[src/rtl/riscv_pc_fetch.sv]
// riscv_pc_fetch: program counter and instruction fetch unit for the RV32I core.
// Sequence: fetch request (S_FETCH), wait for the word (S_WAIT), hold it for
// decode (S_ISSUE), then compute the next PC from the one-hot PC opcode.
// A stop opcode, a malformed opcode or a misaligned target parks the unit in
// S_HALT until reset.
// Optional feature: define RV_FETCH_COUNT_EN to add the 64-bit retired_cnt output.
// PC opcode bit positions: [0] PcStop, [1] PcIncr, [2] PcJAL, [3] PcJALR, [4] PcBranch.
module riscv_pc_fetch #(
   parameter int              XLEN      = 32,
   parameter logic [XLEN-1:0] RESET_VEC = 32'h0000_0000
) (
   input  logic            clk,
   input  logic            rstn,
   output logic            imem_req_valid,
   input  logic            imem_req_ready,
   output logic [XLEN-1:0] imem_req_addr,
   input  logic            imem_rsp_valid,
   input  logic [31:0]     imem_rsp_data,
   output logic            instr_valid,
   output logic [31:0]     instr,
   output logic [XLEN-1:0] pc,
   output logic [XLEN-1:0] link_addr,
   input  logic            pc_op_valid,
   input  logic [4:0]      pc_op,
   input  logic            branch_taken,
   input  logic [XLEN-1:0] imm,
   input  logic [XLEN-1:0] rs1,
   output logic            halted,
   output logic            illegal_op,
   output logic            misalign
`ifdef RV_FETCH_COUNT_EN
   ,
   output logic [63:0]     retired_cnt
`endif
);

   localparam logic [4:0] PC_STOP   = 5'b00001;
   localparam logic [4:0] PC_INCR   = 5'b00010;
   localparam logic [4:0] PC_JAL    = 5'b00100;
   localparam logic [4:0] PC_JALR   = 5'b01000;
   localparam logic [4:0] PC_BRANCH = 5'b10000;

   localparam logic [XLEN-1:0] PC_STEP   = XLEN'(3'd4);
   localparam logic [XLEN-1:0] JALR_MASK = ~(XLEN'(1'b1));

   typedef enum logic [1:0] {
      S_FETCH = 2'd0,
      S_WAIT  = 2'd1,
      S_ISSUE = 2'd2,
      S_HALT  = 2'd3
   } state_t;

   state_t            state_r;
   logic [XLEN-1:0]   pc_r;
   logic [31:0]       instr_r;
   logic              instr_valid_r;
   logic              req_valid_r;
   logic              halted_r;
   logic              illegal_r;
   logic              misalign_r;

   logic [XLEN-1:0]   link_s;
   logic [XLEN-1:0]   jump_s;
   logic [XLEN-1:0]   jalr_s;
   logic [XLEN-1:0]   next_pc_s;
   logic              one_hot_s;
   logic              retire_s;

   // Next-PC candidates, opcode sanity and the "advance normally" decision.
   always_comb begin
      link_s    = pc_r + PC_STEP;
      jump_s    = pc_r + imm;
      jalr_s    = (rs1 + imm) & JALR_MASK;
      one_hot_s = (pc_op != 5'b00000) && ((pc_op & (pc_op - 5'b00001)) == 5'b00000);
      next_pc_s = pc_r;
      case (pc_op)
         PC_INCR:   next_pc_s = link_s;
         PC_JAL:    next_pc_s = jump_s;
         PC_JALR:   next_pc_s = jalr_s;
         PC_BRANCH: begin
            if (branch_taken) begin
               next_pc_s = jump_s;
            end else begin
               next_pc_s = link_s;
            end
         end
         default:   next_pc_s = pc_r;
      endcase
      // Stop and malformed opcodes leave next_pc_s = pc, so only the opcode
      // checks matter for them; every other opcode must also land word-aligned.
      retire_s = (state_r == S_ISSUE) && pc_op_valid && one_hot_s &&
                 (pc_op != PC_STOP) && (next_pc_s[1:0] == 2'b00);
   end

   // Fetch / issue state machine with all handshake and status outputs registered.
   always_ff @(posedge clk or negedge rstn) begin
      if (!rstn) begin
         state_r       <= S_FETCH;
         pc_r          <= RESET_VEC;
         instr_r       <= 32'h0000_0000;
         instr_valid_r <= 1'b0;
         req_valid_r   <= 1'b1;
         halted_r      <= 1'b0;
         illegal_r     <= 1'b0;
         misalign_r    <= 1'b0;
      end else begin
         case (state_r)
            S_FETCH: begin
               if (imem_req_ready) begin
                  req_valid_r <= 1'b0;
                  state_r     <= S_WAIT;
               end
            end
            S_WAIT: begin
               if (imem_rsp_valid) begin
                  instr_r       <= imem_rsp_data;
                  instr_valid_r <= 1'b1;
                  state_r       <= S_ISSUE;
               end
            end
            S_ISSUE: begin
               if (pc_op_valid) begin
                  instr_valid_r <= 1'b0;
                  if (retire_s) begin
                     pc_r        <= next_pc_s;
                     req_valid_r <= 1'b1;
                     state_r     <= S_FETCH;
                  end else begin
                     halted_r <= 1'b1;
                     state_r  <= S_HALT;
                     if (!one_hot_s) begin
                        illegal_r <= 1'b1;
                     end else if (pc_op != PC_STOP) begin
                        misalign_r <= 1'b1;
                     end
                  end
               end
            end
            S_HALT: begin
               halted_r      <= 1'b1;
               instr_valid_r <= 1'b0;
               req_valid_r   <= 1'b0;
            end
            default: begin
               // Unreachable encoding: fail safe into the halted state.
               halted_r      <= 1'b1;
               instr_valid_r <= 1'b0;
               req_valid_r   <= 1'b0;
               state_r       <= S_HALT;
            end
         endcase
      end
   end

`ifdef RV_FETCH_COUNT_EN
   logic [63:0] retired_cnt_r;

   // Count every opcode that actually advanced the PC.
   always_ff @(posedge clk or negedge rstn) begin
      if (!rstn) begin
         retired_cnt_r <= 64'd0;
      end else if (retire_s) begin
         retired_cnt_r <= retired_cnt_r + 64'd1;
      end
   end

   assign retired_cnt = retired_cnt_r;
`endif

   assign imem_req_valid = req_valid_r;
   assign imem_req_addr  = pc_r;
   assign instr_valid    = instr_valid_r;
   assign instr          = instr_r;
   assign pc             = pc_r;
   assign link_addr      = link_s;
   assign halted         = halted_r;
   assign illegal_op     = illegal_r;
   assign misalign       = misalign_r;

endmodule
[config.mk]
export PLATFORM = sky130hd
export DESIGN_NAME = riscv_pc_fetch
export DESIGN_NICKNAME = d
export VERILOG_FILES = /design/src/rtl/riscv_pc_fetch.sv
export SDC_FILE = /design/constraint.sdc
export NUM_CORES = 1
export LEC_CHECK = 0
export CORE_MARGIN = 4
export CORE_UTILIZATION = 48
export CTS_CLUSTER_SIZE = 28
export DETAILED_ROUTE_END_ITERATION = 10
export PLACE_DENSITY = 0.83
export SLEW_MARGIN = 20
export SYNTH_ARGS = -nofsm -noshare
export SYNTH_HDL_FRONTEND = slang
export SYNTH_SLANG_ARGS = --single-unit
[constraint.sdc]
create_clock -name clk -period 3.81 [get_ports clk]
set_input_delay 0.9525 -clock clk [delete_from_list [all_inputs] [get_ports clk]]
set_output_delay 0.9525 -clock clk [all_outputs]
set_load 0.05 [all_outputs]
==> impl_metrics.py <==
metrics = {
    "run_status": {
        "status": "complete, no violations",
    },
    "synthesis": {
        "ys_seq_area_share_pct": 23.9,
        "synth_area_um2": 7440,
        "synth_top_family_by_area": "compound AO/OA/AOI/OAI gates",
        "yosys.area.top_type_share_pct": 23.5,
        "synth_compound_area_share_pct": 25.4,
        "synthCells": 907,
        "synth_nets": 1084,
        "syn_area_per_cell_um2": 8.21,
        "ys_warn_count": 0,
        "yosys-mux-area-fraction_pct": 5.51,
        "synth_area_leader_cell": "dfrtp_1",
        "yosys-top-cells-area": "dfrtp_1, ha_1, xnor2_1, a21oi_1, mux2_2",
        "synth_enable_flop_cells": 0,
        "synth-simple-area-share_pct": 18.2,
        "synthXorXnorAreaFrac_pct": 8.71,
        "synth_flop_cell": "dfrtp_1",
        "synth_cell_type_count": 74,
        "ys_ff_latch": 71,
        "synth-adder-area-share_pct": 12.0,
        "synth-async-reset-ratio_pct": 100,
    },
    "floorplanning": {
        "io_pins": 240,
        "core_area_um2": 15200,
        "core.rowCount": 45,
        "die_height_um": 133,
        "dieArea_um2": 17600,
        "initial_core_util_pct": 49.0,
        "die_w_um": 133,
    },
    "global_routing": {
        "grt_max_degree": 72,
        "grt_pass1_wl_mm": 41.5,
        "grt_antenna_before_repair": 0,
        "gr-total-overflow": 0,
        "track_usage_pct": 28.9,
        "grt_pass1_vias": 8059,
    },
    "place": {
        "dp_hpwl_mm": 20.3,
        "portBuffers": 239,
        "globalplace.congestion": 0.962,
    },
    "routing": {
        "drt_iter0_markers": 876,
        "ant_nets": 0,
        "wl_mm": 26.4,
        "route.detailed.drc": 0,
        "viasPerCell": 6.07,
        "vias": 8149,
        "wl_per_cell_um": 19.7,
        "drtPass1Iterations": 6,
    },
    "clocking": {
        "cts_tree": "done",
        "cts.sink_count": 71,
        "clock_latency_ps": 350,
        "cts_hold_buf": 0,
        "clk_pin_slew_worst_paths_ps": 60,
        "numCtsBuffers": 9,
        "cts_setup_buffers": 0,
        "htreeDepth": 3,
        "cts_max_path_buffers": 2,
        "cts.repair.resized": 0,
        "root_buffer": "clkbuf_16",
    },
    "pwr": {
        "swShare_pct": 50.7,
        "power_leakage_nw": 4.56,
        "ir_worst_vdd_uv": 342,
        "switchingPower_mw": 3.36,
        "pwr-share-clk_pct": 14.2,
        "p_seq_share_pct": 19.7,
        "power_density_nw_per_um2": 626,
        "cell_internal_pwr_mw": 3.27,
        "pwr-share-comb_pct": 66.1,
    },
    "timing": {
        "final-setup-viol-count": 0,
        "hold_ws_ps": 465,
        "fin_skew_ps": 8.88,
        "tightest_slew_ps": 992,
        "slew_headroom_pct": 33.8,
        "clock.fmax_mhz": 270,
        "finalHoldViolCount": 0,
        "min_period_ps": 3700,
        "fin_crit_sh_pct": 97.2,
        "drv_slew": 0,
    },
    "worst_setup_path": {
        "required_ps": 4020,
        "crit_arrival_ps": 3920,
        "crit_slowest_cell": "a2111oi_2",
        "cp_num_buf_inv": 3,
        "cp-end-kind": "flip-flop",
        "worstPathMaxFanout": 4,
        "critical_path_class": "in2reg",
        "cpPeakStageDelay_ps": 460,
        "worst_setup_path_start_kind": "input pin",
        "cp_cell_sequence": "clkdlybuf4s50_1 > buf_4 > ha_1 > nand3_1 > a2111oi_2 > o21ai_1 > a21oi_1 > buf_4 > nor2_1 > o31ai_4 > o21ai_0 > a221oi_1 > a21oi_1",
        "critical-path-top-delay-family": "compound AO/OA/AOI/OAI gates",
    },
    "layout": {
        "multiInputGateArea_um2": 5240,
        "fillers": 1190,
        "post-route-util_pct": 69.6,
        "drive_gt1_share_pct": 13.8,
        "regArea_um2": 1780,
        "num_antenna_cells": 0,
        "area_growth_pct": 42.2,
        "nNetsFinal": 1326,
    },
    "flow_run": {
        "drv_cap": 0,
    },
    "worst_hold_path": {
        "hp-class": "reg2reg",
    },
}
==> layer usage <==
| layer | track usage [%] | wire length (µm) | vias to the layer above |
|---|---|---|---|
| li1 | - | - | 3801 |
| met1 | 37.8 | 10700 | 3777 |
| met2 | 47.3 | 12300 | 470 |
| met3 | 3.92 | 2220 | 101 |
| met4 | 13.8 | 1200 | 0 |
| met5 | 0 | 0 | - |
==> state kept, by name, indices dropped and copies added (netlist names) <==
register	flops
instr	32
instr_valid	1
state_r	2
halted	1
imem_req_valid	1
misalign	1
illegal_op	1
imem_req_addr	32
==> worst register-to-register path, stage by stage, from the launching register on <==
cell      delay (ps)
dfrtp_1          470
ha_1             270
fa_1             400
a21oi_1          220
nor2_1           100
o21ai_0          160
buf_4            150
a21boi_2          80
or2_2            310
a311oi_1         320
xnor2_1          160
nand2_1           70
a41oi_1          220
==> final cells by class <==
cell class | count | share of cell area, %
multi-input combinational | 746 | 49.5
timing repair buffer | 302 | 27.7
inverter | 19 | 0.674
sequential | 71 | 16.8
tap | 188 | 2.22
clock buffer | 10 | 2.16
clock inverter | 6 | 0.875
==> stage by stage <==
step                      std cells  power, mW  setup WS, ps  area [µm²]  setup TNS (ps)
after floorplan                 907       4.17           129        7440               0
after global placement         1326       5.55         -92.4       10200            -273
after detailed placement       1326       5.63          -195       10200            -951
after CTS                      1342       6.60          30.8       10500               0
after global routing           1342       6.91         -2.27       10600           -2.27
final                          1342       6.62           106       10600               0
==> Yosys cell counts, types with 15 or more instances <==
library cell	n
and3_1	15
xnor2_1	57
nor2_1	82
nand2_1	79
buf_4	34
clkbuf_1	26
ha_1	68
o21ai_0	57
mux2_2	32
nand4_1	15
a21oi_1	79
inv_1	19
a21o_1	25
dfrtp_1	70
xor2_1	17
nor3_1	16
nand3_1	31
==> placed cells by master (no fill, tap or decap), types with 16 or more instances in the layout <==
master and instances:
xnor2_1 56, mux2_2 32, nor3_1 16, clkdlybuf4s50_1 215, dfrtp_1 70, nand3_1 31, o21ai_0 57, nor2_1 82
xor2_1 17, a21oi_1 79, inv_1 19, buf_4 76, a21o_1 25, ha_1 68, nand2_1 79
==> final timing paths <==
check | start | to | slack [ps] | depth (start not counted)
worst max-delay path | imm[1] | imem_req_addr[27] | 110 | 13
worst min-delay path | misalign | misalign | 470 | 1
worst max register to register | imem_req_addr[0] | imem_req_addr[18] | 760 | 12
worst min register to register | misalign | misalign | 470 | 1
max in group asynchronous | rstn | imem_req_addr[17] | 2390 | 1
min in group asynchronous | rstn | instr[30] | 760 | 1
==> cell families after synthesis <==
| logic type | after synthesis |
|---|---|
| compound gates | 276 |
| buf+inv | 90 |
| fa+ha+maj | 70 |
| xor+xnor | 74 |
| flops | 71 |
| mux | 37 |
| simple gates | 289 |
==> power by group through the flow <==
stage	logic (mW)	clock network (mW)	registers [mW]
after floorplan	2.00	0	2.18
after global placement	4.27	0	1.28
after detailed placement	4.32	0	1.31
after CTS	4.35	0.954	1.30
after global routing	4.59	0.976	1.34
final	4.38	0.941	1.31
Note: power is estimated with default switching activity, not from simulation.
